<file path="src/rtl/histogram_pkg.sv">
// histogram_pkg: shared constants and FSM encoding for the histogram streamer.
//   HIST_ADDR_W   - default bin address width
//   HIST_DATA_W   - default bin count width
//   HIST_READ_LAT - default memory read latency
//   hist_state_e  - streamer FSM states
//   ptr_w()       - pointer width for a FIFO of a given depth (min 1 bit)
package histogram_pkg;

  localparam int HIST_ADDR_W   = 10;
  localparam int HIST_DATA_W   = 16;
  localparam int HIST_READ_LAT = 2;

  typedef enum logic [1:0] {
    IDLE  = 2'd0,
    ISSUE = 2'd1,
    DRAIN = 2'd2,
    DONE  = 2'd3
  } hist_state_e;

  function automatic int ptr_w(input int depth);
    return (depth > 1) ? $clog2(depth) : 1;
  endfunction

endpackage

</file>
<file path="src/rtl/stream_skid_fifo.sv">
// stream_skid_fifo: small synchronous FIFO used as the output skid buffer.
// The head word is presented combinationally and stays put until popped.
// Ports:
//   clk, reset   - clock, synchronous active-low reset (flushes contents)
//   i_push/i_din - write a word (caller guarantees not full)
//   i_pop        - downstream ready; pops the head when o_valid
//   o_valid      - FIFO non-empty
//   o_dout       - head word
//   o_count      - current occupancy
module stream_skid_fifo
  import histogram_pkg::*;
#(
  parameter int WIDTH = 8,
  parameter int DEPTH = 4
) (
  input  logic                       clk,
  input  logic                       reset,
  input  logic                       i_push,
  input  logic [WIDTH-1:0]           i_din,
  input  logic                       i_pop,
  output logic                       o_valid,
  output logic [WIDTH-1:0]           o_dout,
  output logic [$clog2(DEPTH+1)-1:0] o_count
);

  localparam int PW = ptr_w(DEPTH);
  localparam int CW = $clog2(DEPTH+1);

  logic [WIDTH-1:0] r_mem [DEPTH];
  logic [PW-1:0]    r_wr, r_rd;
  logic [CW-1:0]    r_cnt;
  logic             w_pop;

  function automatic logic [PW-1:0] nxt(input logic [PW-1:0] p);
    return (p == PW'(DEPTH-1)) ? '0 : p + PW'(1);
  endfunction

  assign o_valid = (r_cnt != '0);
  assign o_dout  = r_mem[r_rd];
  assign o_count = r_cnt;
  assign w_pop   = i_pop && o_valid;

  always_ff @(posedge clk) begin
    if (!reset) begin
      r_wr  <= '0;
      r_rd  <= '0;
      r_cnt <= '0;
    end else begin
      if (i_push) r_wr <= nxt(r_wr);
      if (w_pop)  r_rd <= nxt(r_rd);
      r_cnt <= r_cnt + CW'(i_push) - CW'(w_pop);
    end
  end

  always_ff @(posedge clk) begin
    if (i_push) r_mem[r_wr] <= i_din;
  end

endmodule

</file>
<file path="src/rtl/histogram_streamer.sv">
// histogram_streamer: streams a range of histogram bins out of a fixed-latency
// memory as a valid/ready word stream, with credit-based flow control so the
// skid FIFO can never overflow.
// Build option: HISTOGRAM_STREAMER_CLEAR_EN - zero each bin in memory in the
//   cycle its read data is captured (read-and-clear dump).
// Ports:
//   clk, reset           - clock, synchronous active-low reset
//   start                - one-cycle dump request (honoured in IDLE only)
//   first_bin, bin_count - dump range; bin_count 0 means all 2^ADDR_W bins
//   mem_addr/we/wdata    - memory port out; mem_rdata returns READ_LAT later
//   out_valid/ready      - stream handshake
//   out_data/bin/last    - bin count, its index, final-word marker
//   busy, done           - dump in progress / one-cycle completion pulse
module histogram_streamer
  import histogram_pkg::*;
#(
  parameter int ADDR_W     = HIST_ADDR_W,
  parameter int DATA_W     = HIST_DATA_W,
  parameter int READ_LAT   = HIST_READ_LAT,
  parameter int FIFO_DEPTH = 4
) (
  input  logic              clk,
  input  logic              reset,
  input  logic              start,
  input  logic [ADDR_W-1:0] first_bin,
  input  logic [ADDR_W:0]   bin_count,
  output logic [ADDR_W-1:0] mem_addr,
  output logic              mem_we,
  output logic [DATA_W-1:0] mem_wdata,
  input  logic [DATA_W-1:0] mem_rdata,
  output logic              out_valid,
  input  logic              out_ready,
  output logic [DATA_W-1:0] out_data,
  output logic [ADDR_W-1:0] out_bin,
  output logic              out_last,
  output logic              busy,
  output logic              done
);

  localparam int CW = $clog2(FIFO_DEPTH+1);
  localparam int IW = $clog2(READ_LAT+1);
  localparam int OW = $clog2(FIFO_DEPTH+READ_LAT+1) + 1;
  localparam int FW = DATA_W + ADDR_W + 1;

  hist_state_e r_state;
  logic [ADDR_W-1:0] r_addr;
  logic [ADDR_W:0]   r_left;   // reads still to issue
  logic              r_busy, r_done;

  // tags travel alongside the memory read so the captured word knows its bin
  logic [READ_LAT:1]             r_vld_pipe;
  logic [READ_LAT:1]             r_last_pipe;
  logic [READ_LAT:1][ADDR_W-1:0] r_bin_pipe;

  logic              w_cap, w_cap_last, w_clr, w_issue, w_credit_ok, w_last_xfer;
  logic [ADDR_W-1:0] w_cap_bin;
  logic [CW-1:0]     w_fifo_cnt;
  logic [IW-1:0]     w_inflight;
  logic [FW-1:0]     w_fifo_dout;

  assign w_cap      = r_vld_pipe[READ_LAT];
  assign w_cap_bin  = r_bin_pipe[READ_LAT];
  assign w_cap_last = r_last_pipe[READ_LAT];
  assign w_inflight = IW'($countones(r_vld_pipe));

  // a word still in flight already owns a FIFO slot
  assign w_credit_ok = (OW'(w_fifo_cnt) + OW'(w_inflight)) < OW'(FIFO_DEPTH);

`ifdef HISTOGRAM_STREAMER_CLEAR_EN
  // the port is busy writing the cleared bin back, so no read this cycle
  assign w_clr  = w_cap;
  assign mem_we = w_clr && reset;
`else
  assign w_clr  = 1'b0;
  assign mem_we = 1'b0;
`endif

  assign w_issue   = (r_state == ISSUE) && w_credit_ok && !w_clr;
  assign mem_wdata = '0;

  // gated by reset so nothing reaches memory while reset is held
  always_comb begin
    mem_addr = '0;
    if (reset) begin
      if (w_clr)        mem_addr = w_cap_bin;
      else if (w_issue) mem_addr = r_addr;
    end
  end

  always_ff @(posedge clk) begin
    if (!reset) r_vld_pipe <= '0;
    else begin
      r_vld_pipe[1] <= w_issue;
      for (int k = 2; k <= READ_LAT; k++) r_vld_pipe[k] <= r_vld_pipe[k-1];
    end
  end

  always_ff @(posedge clk) begin
    r_bin_pipe[1]  <= r_addr;
    r_last_pipe[1] <= (r_left == (ADDR_W+1)'(1));
    for (int k = 2; k <= READ_LAT; k++) begin
      r_bin_pipe[k]  <= r_bin_pipe[k-1];
      r_last_pipe[k] <= r_last_pipe[k-1];
    end
  end

  stream_skid_fifo #(.WIDTH(FW), .DEPTH(FIFO_DEPTH)) u_fifo (
    .clk     (clk),
    .reset   (reset),
    .i_push  (w_cap),
    .i_din   ({w_cap_last, w_cap_bin, mem_rdata}),
    .i_pop   (out_ready),
    .o_valid (out_valid),
    .o_dout  (w_fifo_dout),
    .o_count (w_fifo_cnt)
  );

  assign {out_last, out_bin, out_data} = w_fifo_dout;
  assign w_last_xfer = out_valid && out_ready && out_last;

  always_ff @(posedge clk) begin
    if (!reset) begin
      r_state <= IDLE;
      r_addr  <= '0;
      r_left  <= '0;
      r_busy  <= 1'b0;
      r_done  <= 1'b0;
    end else begin
      unique case (r_state)
        IDLE: begin
          r_done <= 1'b0;
          if (start) begin
            r_addr  <= first_bin;
            r_left  <= (bin_count == '0) ? {1'b1, {ADDR_W{1'b0}}} : bin_count;
            r_busy  <= 1'b1;
            r_state <= ISSUE;
          end
        end
        ISSUE: begin
          if (w_issue) begin
            r_addr <= r_addr + ADDR_W'(1);
            r_left <= r_left - (ADDR_W+1)'(1);
            if (r_left == (ADDR_W+1)'(1)) r_state <= DRAIN;
          end
        end
        DRAIN: begin
          // leaving on the last transfer makes done land the very next cycle;
          // the empty check covers anything that empties without a last word
          if (w_last_xfer || (w_fifo_cnt == '0 && w_inflight == '0)) begin
            r_done  <= 1'b1;
            r_state <= DONE;
          end
        end
        DONE: begin
          r_done  <= 1'b0;
          r_busy  <= 1'b0;
          r_state <= IDLE;
        end
        default: r_state <= IDLE;
      endcase
    end
  end

  assign busy = r_busy;
  assign done = r_done;

endmodule
</file>
<file path="config.mk">
export PLATFORM = sky130hd
export DESIGN_NAME = histogram_streamer
export DESIGN_NICKNAME = d
export VERILOG_FILES = /design/src/rtl/histogram_pkg.sv /design/src/rtl/stream_skid_fifo.sv /design/src/rtl/histogram_streamer.sv
export SDC_FILE = /design/constraint.sdc
export NUM_CORES = 1
export LEC_CHECK = 0
export CORE_MARGIN = 2
export CORE_UTILIZATION = 30
export DETAILED_ROUTE_END_ITERATION = 10
export PLACE_DENSITY_LB_ADDON = 0.12
export SYNTH_ARGS = -nofsm -noshare
export SYNTH_HDL_FRONTEND = slang
export SYNTH_SLANG_ARGS = --single-unit
</file>
<file path="constraint.sdc">
create_clock -name clk -period 1.9 [get_ports clk]
set_input_delay 0.19 -clock clk [delete_from_list [all_inputs] [get_ports clk]]
set_output_delay 0.19 -clock clk [all_outputs]
set_load 0.02 [all_outputs]
</file>
==> run summary, run 1 <==
Final Hold Viols: 0
Post-synth EDFFs: 108
Critical R2R Capture: r_left[5]
Synth Warn #: 0
Top FF cell, synth: edfxtp_1
FP Rows: 55
Clock transition at the registers of the reported paths: 0.07 ns
Slowest stage delay, CP: 0.36 ns
CP top delay family: adder cells
Reg-to-reg startpoint: r_vld_pipe[1]
Clk_skew: 0.0116 ns
Synth top area share: 47.8%
GRT met1 Usage: 14.9%
Violated checks: setup timing
Min-delay src: r_bin_pipe[4]
Clock net sink count: 166
Routed WL per cell: 16.2 um
Overall Power: 12700 uW
Most common cell after layout, fill and taps aside: edfxtp_1
Critical path startpoint category: flip-flop
CTS Buffer Depth: 2
Hold EP: w_cap_bin[4]
Post-synthesis sequential area ratio: 64.8%
Post-synthesis cell count: 463
Bufs and invs on worst path: 2
1st-iter DRT viols: 167
Largest net degree at the start of global routing: 39
WP depth: 7
Die height: 154 um
Worst-path cell chain: ha_4 -> ha_4 -> a311oi_2 -> and3_4 -> buf_12 -> and2_1 -> buf_6
Die W: 154 um
Most frequent cells in the layout: edfxtp_1, dfxtp_1, clkdlybuf4s50_1, buf_6, mux4_2
Fillers: 2116
Unique cell type count in the Yosys netlist: 54
M2 GR Usage: 21.7%
Post-layout min period: 2.26 ns
CTS tree: done
First-pass GRT wire length: 22.5 mm
Antenna viol nets, final: 0
Non-Filler Instances: 886
Largest family of logic cells by synthesized area: multiplexers
Fin crit share: 119%
Initial Util: 30.3%
Mux share of post-synthesis cell area: 10.2%
RSZ-0062 raised after global routing: true
Peak supply drop: 0.792 mV
Placed cell count: 838
Final setup fails: 41
Diodes inserted: 0
IO Pins: 98
R2R Setup Slk: -0.21 ns
Gr usage total: 12.4%
GP Congestion: 0.818
Vias in the first global route: 4208
DR DRC count: 0
Leading post-synthesis cells by cell area: edfxtp_1, dfxtp_1, mux4_2
Slack of the critical path: -0.357 ns
Worst-path maximum fanout: 9
Worst Reg-to-Reg Cells: 8
Grt met3 use: 3.05%
NumNets Final: 646
CTS Hold Buffers Added: 0
Drt via density: 4.62
DP HPWL: 8.97 mm
Crit. End Element: output pin
Worst EP required: 1.71 ns
PortBufs: 80
Max frequency: 0.443 GHz
XOR/XNOR Fraction of Synth Area: 0.258%
Depth of the CTS H-tree: 4
Top Usage Layer GRT: met2
Hold WC Path Type: reg -> reg
DRT Pass-1 Iters: 4
Synth Area in Adders: 3.24%
Final instance area: 9010 um^2
Core region area: 22400 um^2
DRT Wirelength: 14.3 mm
Status: finished with violations
Compound-cell area share of the yosys netlist: 8.55%
Initial antenna violation count: 0
Crit path arrival time: 2.07 ns
Average cell area after synthesis: 14.7 um^2
Area after DPL: 8160 um^2
Cell at the slowest stage of the critical path: dfxtp_4
Clk root buf: clkbuf_16
Synth Area in Simple Gates: 8.79%
Most frequent CP cell: ha_4
CTS Buf Count: 17
Post-synth top area cell: edfxtp_1
Max cap viols: 0
Layout area overhead: 32.7%
#FFs+latches synth: 166
Grt ovf: 0
Max Slew Vio Count: 0
Synth async-reset ratio: 0%
Share of layout cells above drive strength 1: 28.8%
Pwr/cell area: 1410 nW/um^2
Mapped cell area: 6790 um^2
Hold path depth: 0
DIE AREA: 23900 um^2
Pleak: 0.00321 uW
Clk Latency, worst-skew pair: 0.42 ns
Vias: 4095
Crit Path Class: reg -> out
-- worst register-to-register path, cell delays in order (launching register included) --
cell,delay [ns]
dfxtp_4,0.36
ha_4,0.16
ha_4,0.23
a311oi_2,0.27
buf_4,0.18
and2_2,0.26
o21a_4,0.24
a21boi_0,0.11
o21a_1,0.19
-- kinds of logic (layout without fill, tap and decap cells) --
group | after synthesis | after routing
buf+inv | 50 | 171
fa+ha+maj | 17 | 17
other cells | 1 | 17
simple gates | 112 | 112
compound gates | 81 | 82
xor+xnor | 2 | 2
mux | 34 | 34
flops | 166 | 166
-- how the worst max path moves through the flow --
stage,endpoint,slack [ns],from
after floorplan,r_addr[4],-0.02,r_vld_pipe[2]
after global placement,mem_addr[7],-0.46,r_vld_pipe[2]
after detailed placement,mem_addr[7],-0.49,r_vld_pipe[1]
after CTS,mem_addr[8],-0.40,r_vld_pipe[2]
after global routing,mem_addr[2],-0.45,r_vld_pipe[1]
final,mem_addr[8],-0.36,r_vld_pipe[1]
-- power by group --
| part | switching (uW) | internal (uW) | leakage, uW |
|---|---|---|---|
| combinational | 2240 | 2270 | 0.00146 |
| sequential | 458 | 4460 | 0.00146 |
| clock | 1530 | 1750 | 0.000282 |
-- cells in the mapped netlist, drive strengths merged (2+ instances only) --
master	count
nand4	2
nor2	21
nand2	23
and3	4
dfxtp	58
o221a	3
o211ai	2
nor2b	15
xnor2	2
clkbuf	12
buf	25
edfxtp	108
inv	13
o21a	12
nand2b	4
mux4	27
mux2i	7
o21ai	19
nand3	5
nor4	6
nor3b	2
o31a	2
and2	18
nor3	8
a21oi	14
o22ai	3
a21boi	12
a31oi	6
ha	16
-- cell type report --
type	instances	area (um^2)	share of cell area, %
tap	285	357	3.96
clock inverter	15	146	1.62
sequential	166	4420	49.1
clock buffer	17	425	4.72
inverter	13	48.8	0.542
timing repair buffer	126	1370	15.1
multi-input combinational	264	2250	25.0
-- state kept, by name (all words and copies together) (netlist names), named ones only --
register / flops
busy: 1
done: 1
r_addr: 10
r_bin_pipe: 10
r_last_pipe: 2
r_left: 11
r_state: 2
r_vld_pipe: 2
u_fifo.o_count: 3
u_fifo.r_mem: 108
u_fifo.r_rd: 2
u_fifo.r_wr: 2
w_cap_bin: 10
-- through the flow --
step           worst slack (ns)  utilization (%)  TNS, ns  hold WS [ns]
6_report                 -0.357             40.2    -7.47         0.328
5_1_grt                  -0.451             40.2   -11.73         0.331
4_1_cts                  -0.404             39.7   -11.37         0.328
3_5_place_dp             -0.493             36.4    -9.74         0.312
3_3_place_gp             -0.461             36.4    -8.75         0.310
2_1_floorplan           -0.0150                -  -0.0150         0.289
-- repair_timing --
action | in CTS | in global routing
hold endpoints to repair | 0 | 0
buffers inserted | 15 | 3
gates resized for setup | 207 | 49
pin swaps | 7 | 5
cloned | 2 | 0
setup endpoints to repair | 61 | 61
-- routing by layer --
layer  part of all wire [%]  vias to the layer above
met5                      0                        -
met4                    1.2                        0
met3                    3.6                       14
met2                     51                       99
met1                     45                     2020
li1                       -                     1962
(Power assumes the default switching activity.)
==> inputs of run 2 (changes only) <==
==> constraint.sdc (replaced) <==
create_clock -name clk -period 1.9 [get_ports clk]
set_input_delay 0.285 -clock clk [delete_from_list [all_inputs] [get_ports clk]]
set_output_delay 0.285 -clock clk [all_outputs]
set_load 0.02 [all_outputs]
==> run 2 against run 1 <==
Effect of this change:
- the run still ends with setup timing left
- via count grew 1.5%
- global-route usage grew 0.59 points
- first-iteration DRC count grew 34%
- combinational power grew 13%
- sequential share of layout area shrank 1.2 points
- sequential cell count is the same
- wire length grew 3.6%
- highest routed layer unchanged
==> run summary, run 2 (synthesis results as in run 1) <==
Bufs and invs on worst path: 2 (unchanged)
Most frequent CP cell: ha_4
Pwr/cell area: 1430 nW/um^2 (+1.6%)
Layout area overhead: 35.9%
Gr usage total: 12.9% (+0.59 points)
DIE AREA: 23900 um^2 (unchanged)
NumNets Final: 653 (+1.1%)
Placed cell count: 840 (+0.24%)
Slowest stage delay, CP: 0.36 ns (about the same)
Initial Util: 30.3% (unchanged)
Register with the most flip-flops: u_fifo.r_mem
Overall Power: 13200 uW (+4.1%)
DP Worst Slack: -0.560 ns (-0.0667 ns)
Diodes inserted: 0 (unchanged)
Grt ovf: 0 (unchanged)
Clock net sink count: 166 (unchanged)
Final Hold Viols: 0 (unchanged)
Post-layout min period: 2.39 ns (+0.135 ns)
Max cap viols: 0 (unchanged)
Fillers: 2085 (-1.5%)
DRT Pass-1 Iters: 4 (unchanged)
Drt via density: 4.66 (+0.74%)
Share of layout cells above drive strength 1: 34.0% (+5.3 points)
First-pass GRT wire length: 23.4 mm (+3.9%)
CTS Buf Count: 17 (unchanged)
Pleak: 0.00328 uW (+2.3%)
RSZ-0062 raised after global routing: true
Vias in the first global route: 4322 (+2.7%)
PortBufs: 80 (unchanged)
Slack of the critical path: -0.492 ns (-0.135 ns)
DRT Wirelength: 14.8 mm (+3.6%)
GP Congestion: 0.835 (+2.1%)
Largest net degree at the start of global routing: 39 (unchanged)
Antenna viol nets, final: 0 (unchanged)
Core region area: 22400 um^2 (unchanged)
Clk root buf: clkbuf_16
Crit. End Element: output pin
Violated checks: setup timing
Final instance area: 9230 um^2 (+2.4%)
Most common cell after layout, fill and taps aside: edfxtp_1
Depth of the CTS H-tree: 4 (unchanged)
Worst-path cell chain: ha_4 -> ha_4 -> a311oi_4 -> and3_4 -> buf_12 -> and2_4 -> buf_6
DR DRC count: 0 (unchanged)
CTS Buffer Depth: 2 (unchanged)
Die W: 154 um (unchanged)
Routed WL per cell: 16.6 um (+2.8%)
Clk_skew: 0.0126 ns (+0.00105 ns)
CTS tree: done
Die height: 154 um (unchanged)
Crit path arrival time: 2.11 ns (+0.04 ns)
Worst Tran Pin Value: 0.523 ns
Max Slew Vio Count: 0 (unchanged)
Critical path startpoint category: flip-flop
Initial antenna violation count: 0 (unchanged)
Cell at the slowest stage of the critical path: dfxtp_4
Hold WC Path Type: reg -> reg
Status: finished with violations
Slew HR: 65.1%
Final setup fails: 60 (+46%)
Peak supply drop: 0.659 mV (-17%)
CP top delay family: adder cells
Crit Path Class: reg -> out
Largest regs: u_fifo.r_mem x108, r_left x11
Most frequent cells in the layout: edfxtp_1, buf_6, dfxtp_1, clkdlybuf4s50_1, mux4_2
Area after DPL: 8200 um^2 (+0.48%)
DP HPWL: 9.09 mm (+1.3%)
Max frequency: 0.418 GHz (-5.7%)
Clock transition at the registers of the reported paths: 0.07 ns (about the same)
Worst EP required: 1.62 ns (-0.09 ns)
Max FFs per register: 108 (unchanged)
FP Rows: 55 (unchanged)
1st-iter DRT viols: 224 (+34%)
Worst hold margin: 0.327 ns (-0.000616 ns)
Non-Filler Instances: 893 (+0.79%)
Fin crit share: 126% (+7.1 points)
Clk Latency, worst-skew pair: 0.42 ns (about the same)
Vias: 4158 (+1.5%)
Worst-path maximum fanout: 11 (+2)
IO Pins: 98 (unchanged)
CTS Hold Buffers Added: 0 (unchanged)
[run 2: final cells by class]
cell class,count,area [um^2],area share [%]
Timing Repair Buffer,131,1450,15.7
Tap cell,285,357,3.86
Sequential cell,166,4420,47.9
Inverter,13,48.8,0.529
Clock inverter,15,136,1.48
Multi-Input combinational cell,266,2400,26.0
Clock buffer,17,425,4.61
[run 2: stage by stage]
stage | setup TNS, ns | util [%]
after global placement | -10.34 | 36.5
final | -10.14 | 41.1
after detailed placement | -11.93 | 36.5
after CTS | -11.90 | 40.4
after floorplan | -0.0106 | -
after global routing | -14.52 | 41.1
[run 2: final timing paths]
kind	slack (ns)	start	end	cells past startpoint
max	-0.49	r_vld_pipe[2]	mem_addr[8]	7
min	0.33	r_bin_pipe[6]	w_cap_bin[6]	0
max reg2reg	-0.17	r_vld_pipe[2]	r_left[1]	9
min reg2reg	0.33	r_bin_pipe[6]	w_cap_bin[6]	0
[run 2: power breakdown]
part           internal [uW]  switching [uW]  leakage [uW]
combinational           2520            2560       0.00154
clock                   1730            1520      0.000274
sequential              4460             439       0.00146
total                   8720            4520       0.00328
[run 2: repair_timing]
| action | in CTS | in global routing |
|---|---|---|
| resized for setup | 260 | 59 |
| cloned | 4 | 0 |
| hold endpoints to repair | 0 | 0 |
| pin swaps | 23 | 21 |
| buffers inserted | 17 | 7 |
| endpoints found under the setup margin | 61 | 64 |
[run 2: layer usage]
metal	wire length (um)	GRT usage (%)
met1	6550	16.2
met2	7460	21.8
met3	673	3.64
met4	164	4.06
met5	0	0
==> inputs of run 3 (changes only) <==
GPL_TIMING_DRIVEN = 0   (was default)
MAX_ROUTING_LAYER = met4   (was default)
==> run 3 against run 2 <==
Effect of this change:
- the run still ends with setup timing left
- cell area rose by 1.3%
- wire length rose by 4.4%
- combinational power rose by 3%
- register-to-register slack barely moved
- cell count rose by 1.7%
- sequential share of layout area fell by 0.60 points
- via count rose by 1.0%
- worst setup slack improved by 0.0051 ns
- power rose by 3.7%
- hold slack got worse by 0.00065 ns
- critical path type unchanged
==> run summary, run 3 (synthesis results as in run 1) <==
Status: finished with violations
Violated checks: setup timing
Final setup fails: 59 (-1.7%)
Largest regs: u_fifo.r_mem x108, r_left x11
Clk root buf: clkbuf_16
Fin crit share: 126% (-0.27 points)
Gr usage total: 13.8% (+0.84 points)
Bufs and invs on worst path: 2 (unchanged)
Worst hold margin: 0.326 ns (-0.000645 ns)
Most common cell after layout, fill and taps aside: edfxtp_1
Depth of the CTS H-tree: 4 (unchanged)
Critical path startpoint category: flip-flop
Max cap viols: 0 (unchanged)
NumNets Final: 668 (+2.3%)
DP HPWL: 9.88 mm (+8.6%)
Core region area: 22400 um^2 (unchanged)
Post-layout min period: 2.39 ns (-0.00509 ns)
DR DRC count: 0 (unchanged)
Drt via density: 4.63 (-0.66%)
Layout area overhead: 37.6%
FP Rows: 55 (unchanged)
Most frequent cells in the layout: edfxtp_1, buf_6, dfxtp_1, clkdlybuf4s50_1, buf_4
Diodes inserted: 0 (unchanged)
DRT Pass-1 Iters: 4 (unchanged)
Most frequent CP cell: ha_4
Placed cell count: 843 (+0.36%)
R2R Setup Slk: -0.18 ns (about the same)
Pwr/cell area: 1470 nW/um^2 (+2.4%)
Hold WC Path Type: reg -> reg
RSZ-0062 raised after global routing: true
GP Congestion: 0.865 (+3.6%)
IO Pins: 98 (unchanged)
Max Slew Vio Count: 0 (unchanged)
Cell at the slowest stage of the critical path: dfxtp_4
Vias: 4200 (+1.0%)
Worst Tran Pin Value: 0.793 ns (+0.270 ns)
Worst-path maximum fanout: 5 (-6)
CP top delay family: simple AND/OR/NAND/NOR gates
Crit. End Element: output pin
Worst-path cell chain: ha_4 -> ha_4 -> a311oi_4 -> and3_4 -> clkbuf_8 -> and2_4 -> buf_6
Worst EP required: 1.62 ns (about the same)
Largest net degree at the start of global routing: 28 (-28%)
Die W: 154 um (unchanged)
Peak supply drop: 0.627 mV (-4.7%)
Max FFs per register: 108 (unchanged)
Crit Path Class: reg -> out
Clock net sink count: 166 (unchanged)
Share of layout cells above drive strength 1: 34.3% (+0.30 points)
CTS Buf Count: 17 (unchanged)
Initial Util: 30.3% (unchanged)
CTS tree: done
DRT Wirelength: 15.5 mm (+4.4%)
Slew HR: 47.1% (-18 points)
Max frequency: 0.419 GHz (+0.21%)
1st-iter DRT viols: 182 (-19%)
Vias in the first global route: 4418 (+2.2%)
Slack of the critical path: -0.487 ns (+0.00509 ns)
Clk_skew: 0.0111 ns (-0.00150 ns)
Clock transition at the registers of the reported paths: 0.06 ns (about the same)
DIE AREA: 23900 um^2 (unchanged)
Final Hold Viols: 0 (unchanged)
First-pass GRT wire length: 24.0 mm (+2.7%)
Crit path arrival time: 2.10 ns (about the same)
Antenna viol nets, final: 0 (unchanged)
Clk Latency, worst-skew pair: 0.42 ns (about the same)
Initial antenna violation count: 0 (unchanged)
Pleak: 0.00337 uW (+2.9%)
Fillers: 2101 (+0.77%)
Register with the most flip-flops: u_fifo.r_mem
CTS Buffer Depth: 2 (unchanged)
Slowest stage delay, CP: 0.37 ns (about the same)
Die height: 154 um (unchanged)
PortBufs: 79 (-1.3%)
Routed WL per cell: 17.1 um (+2.7%)
Grt ovf: 0 (unchanged)
Non-Filler Instances: 908 (+1.7%)
[run 3: final timing paths]
kind / startpoint / end / cells past startpoint
worst max-delay path: r_vld_pipe[2] / mem_addr[3] / 7
worst min-delay path: r_bin_pipe[6] / w_cap_bin[6] / 0
worst max register to register: r_vld_pipe[2] / r_addr[9] / 9
worst min register to register: r_bin_pipe[6] / w_cap_bin[6] / 0
[run 3: stage by stage]
stage                     worst slack [ns]  setup TNS [ns]  total power [uW]  util (%)  instance area [um^2]
after floorplan                    -0.0106         -0.0106              7480         -                  6920
after global placement              -0.772          -55.73              8770      36.0                  8070
after detailed placement            -0.769          -23.41              8830      36.0                  8070
after CTS                           -0.537          -14.68             13700      41.1                  9230
after global routing                -0.571          -15.81             14400      41.7                  9350
final                               -0.487          -10.85             13700      41.7                  9350
[run 3: cell type report]
type                            count  area (um^2)  area share (%)
Sequential cell                   166         4420            47.3
Multi-Input combinational cell    263         2350            25.2
Timing Repair Buffer              115         1270            13.6
Clock buffer                       18          429            4.59
Tap cell                          285          357            3.81
Buffer                             34          277            2.96
Clock inverter                     14          189            2.02
Inverter                           13         48.8           0.522
[run 3: where the power goes]
| part | total (uW) | switching, uW | internal (uW) |
|---|---|---|---|
| Clock | 3570 | 1460 | 2110 |
| Sequential | 4940 | 471 | 4470 |
| Combinational | 5210 | 2540 | 2680 |
| Total | 13700 | 4470 | 9250 |
[run 3: per-layer routing]
| metal | GRT usage (%) | vias to the layer above | routed length, um |
|---|---|---|---|
| met5 | - | - | 0 |
| met4 | 4.06 | 0 | 129 |
| met3 | 3.25 | 12 | 653 |
| met2 | 23.4 | 116 | 7870 |
| met1 | 16.4 | 2063 | 6840 |
| li1 | - | 2009 | - |
[run 3: repair_timing]
item                                    4_1_cts  5_1_grt
pin swaps                                    17        9
endpoints found under the setup margin       62       63
hold buffers                                  0        0
resized for setup                           285       46
cloned                                        4        0
setup buffers                                27        8
